--- config.mk ---
export PLATFORM = sky130hd
export DESIGN_NAME = thread_scheduler
export DESIGN_NICKNAME = d
export VERILOG_FILES = /design/src/rtl/thread_scheduler.sv
export SDC_FILE = /design/constraint.sdc
export NUM_CORES = 1
export LEC_CHECK = 0
export ABC_AREA = 1
export CAP_MARGIN = 20
export CORE_ASPECT_RATIO = 1.25
export CORE_UTILIZATION = 60
export DETAILED_ROUTE_END_ITERATION = 7
export PLACE_DENSITY = 0.85
export SETUP_SLACK_MARGIN = 0.1
export SYNTH_ARGS = -nofsm -noshare
export SYNTH_HDL_FRONTEND = slang
export SYNTH_SLANG_ARGS = --single-unit
--- constraint.sdc ---
create_clock -name clk -period 4.85 [get_ports clk]
set_input_delay 1.455 -clock clk [delete_from_list [all_inputs] [get_ports clk]]
set_output_delay 1.455 -clock clk [all_outputs]
set_load 0.02 [all_outputs]
--- src/rtl/thread_scheduler.sv ---
// Round-robin time-slice scheduler: grants one hardware thread at a time and drains the pipeline
// on every thread change. Optional voluntary yield is enabled with `define SCHED_YIELD_EN.
module thread_scheduler #(
  parameter int unsigned NUM_TRD   = 8,
  parameter int unsigned QUANTUM   = 16,
  parameter int unsigned DRAIN_CYC = 2
) (
  input  logic               clk,
  input  logic               rst_n,
  input  logic [NUM_TRD-1:0] running,
  input  logic               stall,
`ifdef SCHED_YIELD_EN
  input  logic               yield,
`endif
  output logic [2:0]         act_trd,
  output logic               act_vld,
  output logic               trd_switch,
  output logic               flush,
  output logic [7:0]         q_left
);

  typedef enum logic [1:0] {StIdle, StRun, StDrain} state_e;

  state_e     state_q, state_d;
  logic [2:0] act_trd_q, act_trd_d;
  logic       act_vld_q, act_vld_d;
  logic       trd_switch_q, trd_switch_d;
  logic       flush_q, flush_d;
  logic [7:0] q_left_q, q_left_d;
  logic [2:0] last_q, last_d;
  logic [2:0] drain_cnt_q, drain_cnt_d;

  logic               yield_req;
  logic               pick_vld;
  logic [2:0]         pick_trd;
  logic [2:0]         cand;
  logic [NUM_TRD-1:0] others;
  logic               go_drain;
  logic               go_grant;

`ifdef SCHED_YIELD_EN
  assign yield_req = yield;
`else
  assign yield_req = 1'b0;
`endif

  // Search starts just after the last grant, so the last-granted thread is considered last.
  always_comb begin
    pick_vld = 1'b0;
    pick_trd = last_q;
    cand     = '0;
    for (int unsigned i = 1; i <= NUM_TRD; i++) begin
      cand = 3'((32'(last_q) + i) % NUM_TRD);
      if (!pick_vld && running[cand]) begin
        pick_vld = 1'b1;
        pick_trd = cand;
      end
    end
  end

  always_comb begin
    others          = running;
    others[act_trd_q] = 1'b0;
  end

  always_comb begin
    state_d      = state_q;
    act_trd_d    = act_trd_q;
    act_vld_d    = act_vld_q;
    trd_switch_d = 1'b0;
    flush_d      = flush_q;
    q_left_d     = q_left_q;
    last_d       = last_q;
    drain_cnt_d  = drain_cnt_q;
    go_drain     = 1'b0;
    go_grant     = 1'b0;

    unique case (state_q)
      StIdle: begin
        act_vld_d = 1'b0;
        flush_d   = 1'b0;
        go_grant  = pick_vld;
      end
      StRun: begin
        if (!running[act_trd_q]) begin
          go_drain = 1'b1;
        end else if (!stall && (q_left_q <= 8'd1 || yield_req)) begin
          if (|others) go_drain = 1'b1;
          else         q_left_d = 8'(QUANTUM);
        end else if (!stall) begin
          q_left_d = q_left_q - 8'd1;
        end
      end
      StDrain: begin
        if (drain_cnt_q == 3'd0) begin
          flush_d = 1'b0;
          if (pick_vld) begin
            go_grant = 1'b1;
          end else begin
            state_d   = StIdle;
            act_vld_d = 1'b0;
          end
        end else begin
          drain_cnt_d = drain_cnt_q - 3'd1;
        end
      end
      default: state_d = StIdle;
    endcase

    if (go_drain) begin
      state_d     = StDrain;
      flush_d     = 1'b1;
      act_vld_d   = 1'b0;
      q_left_d    = 8'd0;
      drain_cnt_d = 3'(DRAIN_CYC - 1);
    end

    if (go_grant) begin
      state_d      = StRun;
      act_trd_d    = pick_trd;
      last_d       = pick_trd;
      act_vld_d    = 1'b1;
      trd_switch_d = 1'b1;
      q_left_d     = 8'(QUANTUM);
    end
  end

  always_ff @(posedge clk) begin
    if (!rst_n) begin
      state_q      <= StIdle;
      act_trd_q    <= 3'd0;
      act_vld_q    <= 1'b0;
      trd_switch_q <= 1'b0;
      flush_q      <= 1'b0;
      q_left_q     <= 8'd0;
      last_q       <= 3'(NUM_TRD - 1);
      drain_cnt_q  <= 3'd0;
    end else begin
      state_q      <= state_d;
      act_trd_q    <= act_trd_d;
      act_vld_q    <= act_vld_d;
      trd_switch_q <= trd_switch_d;
      flush_q      <= flush_d;
      q_left_q     <= q_left_d;
      last_q       <= last_d;
      drain_cnt_q  <= drain_cnt_d;
    end
  end

  assign act_trd    = act_trd_q;
  assign act_vld    = act_vld_q;
  assign trd_switch = trd_switch_q;
  assign flush      = flush_q;
  assign q_left     = q_left_q;

endmodule
Word-level counts from Yosys, hierarchy flattened

Index checks and enable logic that the tools add are counted.
Widths: inputs -> output; s select.

Logic and storage cells: 153
Output and inout bits: 14
Input bits: 11
Register bits: 22

$add $sub $neg: 10
Bitwise operators: 4
Reduce and logical (&&, ||, !) cells: 37
Mux-type cells: 67
Equal/unequal tests: 13
Magnitude comparators: 11

Operator list:

| operator            | number |
|---|---|
| $lt 3x4->1 const B  | 9 |
| $mux 1              | 35 |
| $bmux 1 s3          | 9 |
| $mux 3              | 8 |
| $mux 8              | 3 |
| $mux 5              | 4 |
| $add 3x3->3 const B | 4 |
| $ne 4x4->1 const B  | 3 |
| $logic_and 1x1->1   | 9 |
| $reduce_and 3->1    | 3 |
| $reduce_bool 3->1   | 3 |
| $and 8x8->8         | 1 |
| $le 8x1->1 const B  | 1 |
| $logic_not 1->1     | 8 |
| $not 8->8           | 1 |
| $reduce_and 4->1    | 2 |
| $reduce_or 8->1     | 1 |
| $sub 8x1->8 const B | 1 |
| $add 3x1->3 const B | 2 |
| $add 3x2->3 const B | 2 |
| $mux 2              | 3 |
| $ne 3x3->1 const B  | 2 |
| $pmux 1 s2          | 3 |
| $reduce_and 2->1    | 3 |
| 17 further kinds    | 22 |

Depth between registers and ports, before layout

Gate-level depths: netlist of the first run.

Word-level depth: 30
Mapped depth: 17
Depth with buffers taken out: 16

Worst setup path before layout of the first run

Ideal clock, no wire load.

Path type: input -> register
Start point: input running[2]
End point: register q_left_q[0] (netlist: q_left[0])
Path slack: 2.141 ns
Data arrival time: 2.647 ns
Required time: 4.788 ns
Cell stages on the path: 13
Path buffers: 0
Library setup time: 0.062 ns
Path through: nand2_1 nand3_1 nand3_2 nand2_4 nor2_4 nand4_4 nor2_2 nand3_2 nand2_4 nand2_4 clkinv_2 nand2_4 nor2_2

Longest elaborated chain between the ends: 28
Elaborated cells between the ends (all ways): 52
Those cells by class: eq/ne (1); mux (33); bitwise (1); reduce/logical (17)

Ends and longest elaborated chain:

| item                         | line | RTL |
|---|---|---|
| from (decl)                  | 10   | `input logic [NUM_TRD-1:0] running,` |
| $bmux 1 s3                   | 54   | `if (!pick_vld && running[cand]) begin` |
| $mux 1 (implied by the code) | 54   |  |
| $mux 1                       | 54   |  |
| $logic_not 1->1              | 54   |  |
| $logic_and 1x1->1            | 54   |  |
| $mux 1                       | 54   |  |
| $logic_not 1->1              | 54   |  |
| $logic_and 1x1->1            | 54   |  |
| [12 not listed]              | n/a  |  |
| $mux 1                       | 54   |  |
| $logic_not 1->1              | 54   |  |
| $logic_and 1x1->1            | 54   |  |
| $mux 1                       | 54   |  |
| $mux 1                       | 97   | `if (pick_vld) begin` |
| $mux 1                       | 95   | `if (drain_cnt_q == 3'd0) begin` |
| $pmux 1 s2                   | 78   | `unique case (state_q)` |
| $reduce_or 3->1 (no line)    | n/a  |  |
| to (signal assigned)         | 144  | `q_left_q <= q_left_d;` |
| to (decl)                    | 29   | `logic [7:0] q_left_q, q_left_d;` |

Parallel ways exist; a longest one is shown, timed or not. The select of a mux whose other input is x is not followed.
A chain may end at the register's enable or synchronous reset.

Final worst setup path of the first run

Start point: input running[2]
End point: register q_left_q[6] (netlist: q_left[6])

Same word-level chain as after synthesis.

==> results of run 1 <==
==> where the power goes <==
group | switching (mW) | internal [mW] | total [mW]
clock | 0.0575 | 0.0723 | 0.130
combinational | 0.726 | 0.376 | 1.10
sequential | 0.0807 | 0.227 | 0.308
total | 0.864 | 0.675 | 1.54
==> layer usage <==
| metal | vias to the layer above | wire (um) | global-route usage |
|---|---|---|---|
| met1 | 968 | 2062 | 0.3237 |
| li1 | 1123 | - | - |
| met4 | 0 | 116 | 0.1282 |
| met3 | 14 | 247 | 0.02968 |
| met5 | - | 0 | 0 |
| met2 | 84 | 2610 | 0.5664 |
==> layout make-up <==
cell class                      count  area (sq um)  share of cell area
Clock buffer                        4         55.05             0.02354
Inverter                           43         162.7             0.06956
Multi-Input combinational cell    265          1394              0.5960
Sequential cell                    22         440.4              0.1883
Tap cell                           37         46.29             0.01980
Timing Repair Buffer               24         240.2              0.1027
==> flip-flops by register name, summed over array words and instances, names as in the netlist <==
name	flops
flush	1
state_q	2
drain_cnt_q	3
act_trd	3
q_left	8
trd_switch	1
act_vld	1
last_q	3
==> through the flow <==
stage	instances	hold WS (ns)	worst slack [ns]
after floorplan	335	0.4396	2.141
after global placement	391	0.4509	1.432
after detailed placement	391	0.4541	1.376
after CTS	395	0.4659	1.625
after global routing	395	0.5007	1.409
final	395	0.4685	1.634
==> cells in the mapped netlist, drive strengths merged <==
cell type / number / share of area
a21oi: 14 / 0.034
a221oi: 2 / 0.0086
a31oi: 1 / 0.0031
buf: 4 / 0.015
clkbuf: 1 / 0.0018
clkinv: 1 / 0.0025
dfxtp: 22 / 0.22
ha: 6 / 0.037
inv: 42 / 0.078
nand2: 122 / 0.25
nand3: 42 / 0.13
nand3b: 1 / 0.0037
nand4: 8 / 0.032
nor2: 36 / 0.080
nor4: 1 / 0.0031
o2111ai: 1 / 0.0043
o21ai: 15 / 0.037
o22ai: 1 / 0.0031
o31ai: 1 / 0.0037
or2: 2 / 0.0062
xnor2: 4 / 0.021
xor2: 8 / 0.034
==> worst min path at each step <==
stage | cells past startpoint | start | to | slack, ns
after floorplan | 2 | drain_cnt_q[1]$_SDFFE_PP0P_ | drain_cnt_q[1]$_SDFFE_PP0P_ | 0.44
after global placement | 2 | drain_cnt_q[1]$_SDFFE_PP0P_ | drain_cnt_q[1]$_SDFFE_PP0P_ | 0.45
after detailed placement | 2 | drain_cnt_q[1]$_SDFFE_PP0P_ | drain_cnt_q[1]$_SDFFE_PP0P_ | 0.45
after CTS | 2 | drain_cnt_q[1]$_SDFFE_PP0P_ | drain_cnt_q[1]$_SDFFE_PP0P_ | 0.47
after global routing | 2 | drain_cnt_q[1]$_SDFFE_PP0P_ | drain_cnt_q[1]$_SDFFE_PP0P_ | 0.50
final | 2 | drain_cnt_q[1]$_SDFFE_PP0P_ | drain_cnt_q[1]$_SDFFE_PP0P_ | 0.47
==> logic make-up after synthesis <==
group | after synthesis | share of synthesized area
buf+inv | 48 | 0.09728
fa+ha+maj | 6 | 0.03694
flops | 22 | 0.2167
xor+xnor | 12 | 0.05542
simple gates | 212 | 0.4994
compound gates | 35 | 0.09422
==> critical path, stage by stage <==
cell and delay, ns:
clkdlybuf4s50_1 0.48, nand2_1 0.12, nand3_1 0.13, nand3_2 0.16, nand2_4 0.09, nor2_4 0.15
nand4_4 0.10, nor2_2 0.11, nand3_2 0.12, nand2_4 0.12, nand2_4 0.07, clkinv_2 0.08
nand2_4 0.09, nor2_2 0.13
==> impl_metrics.tcl, run 1 <==
set metrics [dict create \
    status "finished, final reports clean" \
    start_util 0.6304 \
    cts_root_buffer "clkbuf_8" \
    synthCells 335 \
    vdd_drop_max_mv 0.5988 \
    synth.distinct_cells 33 \
    power_density_nw_per_um2 658.1 \
    r2r-start "last_q[0]$_SDFFE_PN1P_" \
    hpwl_mm 3.964 \
    start_kind "primary input" \
    fill_cells 283 \
    clk_latency_ns 0.26 \
    place_area_sq_um 2283 \
    clock_sinks 22 \
    viasPerCell 5.542 \
    cts_setup_buffers 0 \
    drtPass1Iterations 5 \
    crit_start "running[2]" \
    drtIter0Drc 78 \
    antennaDiodeCount 0 \
    hold_class "register to register" \
    setup_tns_ns 0 \
    crit_end "q_left[6]$_SDFFE_PP0P_" \
    clock_path_buffers 2 \
    place_congestion 0.9487 \
    fp.coreArea_sq_um 3223 \
    clock_skew_ns 0.004539 \
    antenna_found_initial 0 \
    drc 0 \
    dieArea_sq_um 3625 \
    dieHeight_um 67.07 \
    relSlewSlack 0.6338 \
    fin_crit_sh 0.6631 \
    reg2reg_depth 15 \
    syn_nets 352 \
    period_minus_slack_ns 3.216 \
    wirelength_mm 5.036 \
    setup_violations 0 \
    cts_tree "built" \
    io_buffer_count 24 \
    wl_per_cell_um 12.75 \
    synthesis.area_sq_um 2032 \
    drtAntennaViolNets 0 \
    worstPathArrival_ns 3.42 \
    gr-total-overflow 0 \
    ys_seq_area_frac 0.2167 \
    yosysWarningCount 0 \
    cts_htree_levels 1 \
    total_power_mw 1.539 \
    row_count 23 \
    drive_above_1_share 0.1285 \
    rrSetupSlack_ns 1.96 \
    timing.rr.end "q_left[6]$_SDFFE_PP0P_" \
    drv_slew 0 \
    crit_fanout 7 \
    fp.dieW_um 54.05 \
    drv_cap 0 \
    grt_pass1_vias 1958 \
    numCtsBuffers 3 \
    p_leak_nw 1.155 \
    grt_setup_unrepaired "no" \
    synth_area_per_cell_sq_um 6.066 \
    grt_pass1_wl_mm 8.162 \
    cp.required_ns 5.05 \
    fmax_ghz 0.3109 \
    mostFrequentLayoutCells "111 x nand2_1, 34 x inv_1, 33 x nand3_1, 27 x nor2_1, 24 x clkdlybuf4s50_1" \
    cts.clk_slew.worst_paths_ns 0.08 \
    grt_start_max_net_pins 14 \
    finalHoldViolations 0 \
    path_class "primary input to register" \
    cts_resized 0 \
    io_pins 25 \
    worstMarginPinSlew_ns 0.5486 \
    area_growth_pct 15.09 \
    via_count 2189 \
    cts_hold_buf 0 \
    final_common_cell "nand2_1" \
    end_kind "register" \
    nets 376 \
    grtUsageTotal 0.3008 \
    final_util 0.7255 \
    final_cell_area_sq_um 2338 \
    ys_seq_elements 22 \
]
Note: power is estimated with default switching activity, not from simulation.
==> run 2: changes to the inputs <==
- CORE_UTILIZATION: 60 -> 51
- PLACE_DENSITY: 0.85 -> 0.77
- clock period: 4.85 -> 2.6 ns (I/O delays scaled with it)
==> run 2 against run 1 <==
Clock power rose by 91%. Routed wire length rose by 11%. Combinational power up 130%. Sequential power increased by 73%. Design area is 14% higher. Flip-flop and latch count did not move. Total power increased by 110%. Critical path depth grew 1. Sequential share of layout area fell by 2.3 points. Critical path type is now register to register. Highest routed layer unchanged.
==> impl_metrics.tcl, run 2 (synthesized netlist as in run 1, its figures left out) <==
set metrics [dict create \
    status "finished, final reports clean" \
    clock_sinks 22 \
    dieArea_sq_um 4242 \
    start_util 0.5369 \
    hold_depth 2 \
    fp.coreArea_sq_um 3785 \
    drive_above_1_share 0.2326 \
    path_buf_inv 3 \
    largest_reg_flops 8 \
    path_class "register to register" \
    drv_slew 0 \
    final_common_cell "nand2_1" \
    cts_tree "built" \
    row_count 25 \
    crit_fanout 7 \
    hpwl_mm 4.328 \
    hp-start "drain_cnt_q[1]$_SDFFE_PP0P_" \
    end_kind "register" \
    setup_violations 0 \
    slowest_stage "ha_2" \
    cpPeakStageDelay_ns 0.36 \
    p_sw_mw 1.757 \
    grtUsageTotal 0.2648 \
    grt_setup_unrepaired "no" \
    switching_share 0.5313 \
    total_power_mw 3.306 \
    relSlewSlack 0.7068 \
    fin_crit_sh 0.8946 \
    cts_root_buffer "clkbuf_8" \
    drtPass1Iterations 4 \
    fmax_ghz 0.4299 \
    whs_endpoint "drain_cnt_q[1]$_SDFFE_PP0P_" \
    power_density_nw_per_um2 1244 \
    clock_path_buffers 2 \
    clock_skew_ns 0.003377 \
    finalHoldViolations 0 \
    grt_pass1_vias 2027 \
    combPwrFrac 0.764 \
    antenna_found_initial 0 \
    wirelength_mm 5.609 \
    cp.required_ns 2.81 \
    viasPerCell 5.109 \
    drtAntennaViolNets 0 \
    wl_per_cell_um 12.72 \
    antennaDiodeCount 0 \
    place_congestion 0.9200 \
    vdd_drop_max_mv 0.5892 \
    crit_path_frequent_cell "nand2_4" \
    gr-total-overflow 0 \
    timing.rr.end "q_left[6]$_SDFFE_PP0P_" \
    reg2reg_depth 15 \
    period_minus_slack_ns 2.326 \
    io_buffer_count 24 \
    p_int_mw 1.549 \
    place_area_sq_um 2515 \
    io_pins 25 \
    fp.dieW_um 58.46 \
    cts.clk_slew.worst_paths_ns 0.08 \
    mostFrequentLayoutCells "102 x nand2_1, 34 x inv_1, 29 x nand3_1, 29 x buf_4, 26 x nor2_1" \
    drtIter0Drc 114 \
    numCtsBuffers 3 \
    start_kind "register" \
    worstMarginPinSlew_ns 0.4393 \
    clk_latency_ns 0.27 \
    clkPwrFrac 0.075 \
    rrSetupSlack_ns 0.27 \
    hold_class "register to register" \
    grt_pass1_wl_mm 8.680 \
    drv_cap 0 \
    critPathTopFamily "simple AND/OR/NAND/NOR gates" \
    via_count 2253 \
    area_growth_pct 30.79 \
    stdcell_count 441 \
    final_cell_area_sq_um 2658 \
    setup_tns_ns 0 \
    p_leak_nw 1.376 \
    cts_htree_levels 1 \
    p_seq_frac 0.161 \
    nets 405 \
    place_inst 436 \
    dieHeight_um 72.57 \
    worstPathArrival_ns 2.54 \
    grt_start_max_net_pins 13 \
    drc 0 \
    r2r-start "last_q[1]$_SDFFE_PN1P_" \
    crit_path_cell_trace "inv_2 -> ha_2 -> inv_2 -> nand3_2 -> nand3_2 -> nand2_4 -> nor2_4 -> nand4_4 -> nor2_4 -> nand3_2 -> nand2_4 -> nand2_4 -> clkinv_2 -> nand2_4 -> nor2_2" \
]
==> run 2: changes by cell type in the layout (fill, tap and decap cells not counted), moves of 3 or more <==
cell             delta
nand3_2             +3
dlymetal6s2s_1      +8
clkdlybuf4s50_1     -8
nand2_2             +9
nand2_1             -9
nand3_1             -4
buf_4              +29
==> run 2: area by class of cell <==
type                    count  area (sq um)
inverters                  43         162.7
multi-input cells         265          1454
clock buffers               4         55.05
repair buffers             53         478.0
fillers                   343          1127
flip-flops and latches     22         440.4
well taps                  54         67.56
==> run 2: timing repair <==
action	4_1_cts	5_1_grt
resized for setup	0	25
setup endpoints to repair	0	16
setup buffers	0	1
hold buffers	0	0
==> run 2: worst max path at each step <==
stage	start	endpoint	slack, ns	depth (start not counted)
floorplan	last_q[1]$_SDFFE_PN1P_	q_left[0]$_SDFFE_PP0P_	0.42	16
global placement	running[2]	q_left[6]$_SDFFE_PP0P_	-0.13	14
detailed placement	running[2]	q_left[6]$_SDFFE_PP0P_	-0.15	14
CTS	running[2]	q_left[6]$_SDFFE_PP0P_	0.10	14
global route	last_q[1]$_SDFFE_PN1P_	last_q[0]$_SDFFE_PN1P_	0.13	16
finish	last_q[1]$_SDFFE_PN1P_	q_left[6]$_SDFFE_PP0P_	0.27	15
==> run 2: power groups by stage <==
stage	clock network [mW]	registers (mW)	logic (mW)
2_1_floorplan	0	0.542	1.63
3_3_place_gp	0	0.535	2.34
3_5_place_dp	0	0.538	2.39
4_1_cts	0.250	0.531	2.41
5_1_grt	0.264	0.546	2.77
6_report	0.248	0.533	2.53
==> run 2: metal layers <==
metal  track usage  part of all wire  up-vias  routed length, um
met5             0                 0        -                  0
met4        0.1243             0.034        0                192
met3       0.02128             0.019       15                107
met2        0.5198              0.55       40               3062
met1        0.2770              0.40     1021               2246
li1              -                 -     1177                  -
==> run 2: per-stage QoR <==
| step | worst slack, ns | hold WS [ns] | utilization |
|---|---|---|---|
| 6_report | 0.2740 | 0.4628 | 0.7021 |
| 5_1_grt | 0.1268 | 0.4890 | 0.7021 |
| 4_1_cts | 0.1014 | 0.4665 | 0.6790 |
| 3_5_place_dp | -0.1470 | 0.4549 | 0.6645 |
| 3_3_place_gp | -0.1268 | 0.4498 | 0.6645 |
| 2_1_floorplan | 0.4215 | 0.4396 | - |
==> run 2: worst min-delay path, cell delays in order, from the launching register on <==
cell	delay [ns]
dfxtp_1	0.31
nand2_1	0.06
a21oi_1	0.05
==> run 3: changes to the inputs <==
- CTS_BUF_LIST: not set -> sky130_fd_sc_hd__clkbuf_4 sky130_fd_sc_hd__clkbuf_8 sky130_fd_sc_hd__clkbuf_16
==> results of run 3 <==
Same layout as run 2: the final DEF is identical, and so are final timing and power.
